### config.mk
export PLATFORM = sky130hd
export DESIGN_NAME = reset_sequencer
export DESIGN_NICKNAME = d
export VERILOG_FILES = /design/src/rtl/reset_seq_pkg.sv /design/src/rtl/reset_seq_timer.sv /design/src/rtl/reset_sequencer.sv
export SDC_FILE = /design/constraint.sdc
export NUM_CORES = 1
export LEC_CHECK = 0
export CELL_PAD_IN_SITES_DETAIL_PLACEMENT = 0
export CELL_PAD_IN_SITES_GLOBAL_PLACEMENT = 2
export CORE_ASPECT_RATIO = 0.9
export CORE_MARGIN = 5
export CORE_UTILIZATION = 32
export CTS_CLUSTER_SIZE = 12
export DETAILED_ROUTE_END_ITERATION = 8
export PLACE_DENSITY = 0.77
export SYNTH_ARGS = -nofsm -noshare
export SYNTH_HDL_FRONTEND = slang
export SYNTH_SLANG_ARGS = --single-unit
### constraint.sdc
create_clock -name CLK -period 1.9 [get_ports CLK]
set_clock_uncertainty 0.05 [all_clocks]
set_input_delay 0.38 -clock CLK [delete_from_list [all_inputs] [get_ports CLK]]
set_output_delay 0.38 -clock CLK [all_outputs]
set_load 0.1 [all_outputs]
### src/rtl/reset_seq_pkg.sv
// Shared types and configuration check for the staged reset sequencer.
package reset_seq_pkg;

  typedef enum logic [1:0] {
    ASSERT  = 2'd0,
    RELEASE = 2'd1,
    DONE    = 2'd2
  } seq_state_t;

  function automatic bit cfg_ok(
    input int n,
    input int h,
    input int g,
    input int w
  );
    longint m;
    m = longint'((h > g) ? h : g) - 1;
    if (n < 1 || h < 1 || g < 1) return 1'b0;
    if (w < 1 || w > 62) return 1'b0;
    return m < (longint'(1) << w);
  endfunction

endpackage

### src/rtl/reset_seq_timer.sv
// Hold/gap interval counter with a combinational terminal-count flag.
module reset_seq_timer #(
  parameter int CNTW = 8
) (
  input  logic            CLK,
  input  logic            RST_N,
  input  logic            clr,
  input  logic            en,
  input  logic [CNTW-1:0] cmp,
  output logic            tc
);

  logic [CNTW-1:0] cnt_q;

  always_ff @(posedge CLK or negedge RST_N) begin
    if (!RST_N) begin
      cnt_q <= '0;
    end else if (clr) begin
      cnt_q <= '0;
    end else if (en) begin
      cnt_q <= cnt_q + CNTW'(1);
    end
  end

  assign tc = (cnt_q == cmp);

endmodule

### src/rtl/reset_sequencer.sv
// Staged per-domain reset release with hold input and handshaked soft reset.
module reset_sequencer
  import reset_seq_pkg::*;
#(
  parameter int NUM_STAGES = 3,
  parameter int HOLD       = 8,
  parameter int GAP        = 4,
  parameter int CNTW       = 8
) (
  input  logic                  CLK,
  input  logic                  RST_N,
  input  logic                  FORCE_HOLD,
  input  logic                  EN_swReset,
  output logic                  RDY_swReset,
  output logic [NUM_STAGES-1:0] STAGE_RST_N,
  output logic                  ALL_DONE
);

  localparam int IDXW = $clog2(NUM_STAGES + 1);
  localparam logic [IDXW-1:0] LAST = IDXW'(NUM_STAGES - 1);

  if (!cfg_ok(NUM_STAGES, HOLD, GAP, CNTW)) begin : g_bad_cfg
    $error("reset_sequencer: invalid NUM_STAGES/HOLD/GAP/CNTW");
  end

  seq_state_t            state_q, state_d;
  logic [IDXW-1:0]       idx_q, idx_d;
  logic [NUM_STAGES-1:0] stage_q, stage_d;
  logic                  done_q, done_d;
  logic                  clr, en, tc;
  logic [CNTW-1:0]       cmp;
  logic                  sw_fire;

  // Ready and done share one register, so a request is only seen in DONE.
  assign sw_fire = EN_swReset && done_q;
  assign cmp = (state_q == RELEASE) ? CNTW'(GAP - 1) : CNTW'(HOLD - 1);

  reset_seq_timer #(
    .CNTW(CNTW)
  ) u_timer (
    .CLK  (CLK),
    .RST_N(RST_N),
    .clr  (clr),
    .en   (en),
    .cmp  (cmp),
    .tc   (tc)
  );

  always_ff @(posedge CLK or negedge RST_N) begin
    if (!RST_N) begin
      state_q <= ASSERT;
      idx_q   <= '0;
      stage_q <= '0;
      done_q  <= 1'b0;
    end else begin
      state_q <= state_d;
      idx_q   <= idx_d;
      stage_q <= stage_d;
      done_q  <= done_d;
    end
  end

  always_comb begin
    state_d = state_q;
    idx_d   = idx_q;
    stage_d = stage_q;
    done_d  = 1'b0;
    clr     = 1'b0;
    en      = 1'b0;
    if (FORCE_HOLD || sw_fire) begin
      state_d = ASSERT;
      idx_d   = '0;
      stage_d = '0;
      clr     = 1'b1;
    end else begin
      unique case (state_q)
        RELEASE: begin
          en = 1'b1;
          if (tc) begin
            for (int k = 0; k < NUM_STAGES; k++) begin
              if (idx_q == IDXW'(k)) stage_d[k] = 1'b1;
            end
            idx_d = idx_q + IDXW'(1);
            clr   = 1'b1;
            if (idx_q == LAST) state_d = DONE;
          end
        end
        DONE: begin
          done_d = 1'b1;
        end
        default: begin
          en = 1'b1;
          if (tc) begin
            stage_d[0] = 1'b1;
            idx_d      = IDXW'(1);
            clr        = 1'b1;
            state_d    = (NUM_STAGES == 1) ? DONE : RELEASE;
          end
        end
      endcase
    end
  end

  assign STAGE_RST_N = stage_q;
  assign ALL_DONE    = done_q;
  assign RDY_swReset = done_q;

endmodule
==> impl_metrics.csv <==
group,metric,value,unit
run_status,status,"finished clean",
timing,tightest_slew,407,ps
setup_path,worstSetupPathType,"reg -> reg",
cells_and_area,fin_util,45.5,%
yosys,synth_ff_type,"dfrtp_1",
timing,rsz0062_at_grt,"yes",
drt,via_per_inst,4.78,
global_route,grtUsageTotal,11.7,%
cts,cts_tree,"done",
drt,drt-total-wl,1.89,mm
yosys,synth_cells,86,
timing,drv_slew,0,
drt,drcViolationCount,0,
cts,cts_sinks,16,
cells_and_area,drive_gt1_share,36.1,%
timing,tns,0,ps
hold_path,hold_class,"in -> async",
cts,htreeDepth,1,
global_route,grt_max_degree,17,
setup_path,cp.required,2020,ps
cts,cts_root_buf,"clkbuf_4",
placed_design,portBuffers,8,
job,max-cap-violations,0,
die,fp.dieArea,3970,um^2
global_route,grt_overflow,0,
timing,post-route-min-period,1870,ps
cts,clkTransAtPathRegs,100,ps
cells_and_area,fin_nets,117,
cells_and_area,final_cells,148,
die,start_util,33.0,%
timing,hold_ws,344,ps
setup_path,r2r_start,"u_timer.cnt_q[1]$_DFFE_PN0P_",
yosys,synthArstFlopShare,100,%
timing,hold_violations,0,
cells_and_area,nFillCells,262,
yosys,yosysUniqueCellTypes,34,
drt,post_drt_wl_per_cell,12.8,um
drt,vias,708,
yosys,netlist_area,900,um^2
yosys,syn_avg_cell_area,10.5,um^2
setup_path,start_kind,"flop",
setup_path,r2r_end,"u_timer.cnt_q[2]$_DFFE_PN0P_",
cells_and_area,diodes,0,
yosys,synth_seq_area_share,44.5,%
timing,period_share,98.6,%
yosys,yosys_warnings,0,
yosys,synthTopCellsByCount,"dfrtp_1, nor2_1, a21oi_1, inv_1",
yosys,yosysTopAreaCellShare,44.5,%
setup_path,critPathCaptureType,"flop",
placed_design,hpwl,1.43,mm
cts,hold_buffers,0,
global_route,grt_pass1_wl,3.51,mm
cells_and_area,syn_to_final_growth,38.0,%
timing,fmax,534,MHz
global_route,grt_pass1_vias,730,
die,io_pins,9,
placed_design,placed_area,1150,um^2
placed_design,gp_congestion,0.804,
cts,clock_latency,290,ps
drt,antenna_left,0,
yosys,synth_simple_gate_area_share,19.1,%
yosys,muxShareOfSynthArea,1.11,%
yosys,yosysTopAreaCell,"dfrtp_1",
cts,cts_buffer_depth,2,
drt,firstDrtPassIters,4,
die,core_area,2730,um^2
setup_path,r2r_slack,30,ps
yosys,synth_edf_count,0,
setup_path,worstPathMaxFanout,6,
global_route,antenna_found_initial,0,
yosys,yosys-top-cells-area,"dfrtp_1, ha_1, xor2_1",
die,die_w,65.9,um
cells_and_area,fin_area,1240,um^2
die,die_h,60.3,um
cts,cts_buffers,3,
yosys,synthAdderAreaFrac,5.56,%
drt,drt_iter0_drc,27,
pwr,p_per_area,506,nW/um^2
timing,finalSetupViolCount,0,
placed_design,dp_cells,143,
yosys,synth.most_common_cell,"dfrtp_1",
timing,maxSlewHeadroom,72.9,%
pwr,leakagePower,0.518,nW
setup_path,cp_data_arrival_time,2000,ps
yosys,synth_xor_xnor_area_share,5.84,%
yosys,syn_nets,94,
pwr,vdd_drop_max,0.421,mV
yosys,synth_compound_area_share,17.8,%
yosys,synth-seq-cells,16,
setup_path,r2r_cells,7,
yosys,synth_top_family_by_area,"simple AND/OR/NAND/NOR gates",
die,rows,18,
-- logic make-up after synthesis --
kind of cell | Yosys count
simple gates | 28
buf+inv | 10
xor+xnor | 6
fa+ha+maj | 4
mux | 1
flops | 16
compound gates | 21
-- cell usage in the layout (no fill, tap or decap), types with 2 or more instances in the layout --
cell | synthesis | final
dfrtp_1 | 16 | 15
xor2_1 | 4 | 4
nand3_1 | 2 | 2
a21oi_1 | 5 | 3
nor2_1 | 9 | 9
nand2_1 | 3 | 3
o2111ai_1 | 2 | 2
o211ai_1 | 2 | 2
o31ai_1 | 2 | 2
inv_1 | 5 | 5
a31o_4 | 0 | 2
nand4_1 | 2 | 2
a31oi_1 | 3 | 2
buf_12 | 0 | 6
buf_4 | 2 | 12
a21oi_2 | 0 | 2
clkdlybuf4s50_1 | 0 | 3
nand2b_1 | 2 | 2
clkbuf_4 | 0 | 3
xnor2_1 | 2 | 2
ha_1 | 4 | 3
and4_2 | 2 | 2
-- state kept, by name (all words and copies together) (netlist names) --
register and cells:
idx_q 2, ALL_DONE 1, state_q 2, STAGE_RST_N 3
u_timer.cnt_q 8
-- area by class of cell --
| class | count | area (um^2) | area share, % |
|---|---|---|---|
| Clock buffer | 4 | 26.3 | 2.12 |
| Sequential cell | 16 | 402 | 32.4 |
| Multi-Input combinational cell | 60 | 478 | 38.5 |
| Timing Repair Buffer | 23 | 267 | 21.5 |
| Tap cell | 40 | 50.0 | 4.03 |
| Inverter | 5 | 18.8 | 1.51 |
-- worst max path at each step --
| stage | startpoint | endpoint | cells after the start |
|---|---|---|---|
| floorplan | u_timer.cnt_q[0]$_DFFE_PN0P_ | state_q[1]$_DFFE_PN0P_ | 6 |
| global placement | EN_swReset | u_timer.cnt_q[7]$_DFFE_PN0P_ | 5 |
| detailed placement | EN_swReset | u_timer.cnt_q[7]$_DFFE_PN0P_ | 5 |
| CTS | u_timer.cnt_q[1]$_DFFE_PN0P_ | u_timer.cnt_q[2]$_DFFE_PN0P_ | 6 |
| global route | u_timer.cnt_q[1]$_DFFE_PN0P_ | state_q[0]$_DFFE_PN0P_ | 7 |
| finish | u_timer.cnt_q[1]$_DFFE_PN0P_ | u_timer.cnt_q[2]$_DFFE_PN0P_ | 7 |
-- per-stage QoR --
stage               worst slack, ps  total power [mW]
floorplan                      91.6             0.398
global placement               74.8             0.433
finish                         25.9             0.628
CTS                            89.4             0.627
detailed placement             37.7             0.435
global route                  -23.7             0.674
-- layer usage --
| layer | global-route usage, % | part of all wire, % | vias up |
|---|---|---|---|
| met5 | 0 | 0 | - |
| met4 | 2.66 | 1.0 | 0 |
| met3 | 5.08 | 5.6 | 2 |
| li1 | - | - | 357 |
| met1 | 15.4 | 48 | 337 |
| met2 | 17.7 | 45 | 12 |
-- repair_timing --
action	in CTS	in global routing
setup endpoints to repair	0	3
buffers inserted	0	1
hold endpoints to repair	0	0
resized for setup	0	10
-- report_power, final --
part	internal [mW]	switching (mW)
Sequential	0.346	0.00785
Clock	0.0815	0.105
Combinational	0.0451	0.0421
Total	0.473	0.155
-- worst max-delay path, stage by stage, from the launching register on --
cell     delay (ps)
dfrtp_1         360
ha_2            180
or4b_4          470
nor3_4          230
buf_12          140
buf_8           100
a311o_2         170
a21oi_2          50
(Power assumes the default switching activity.)
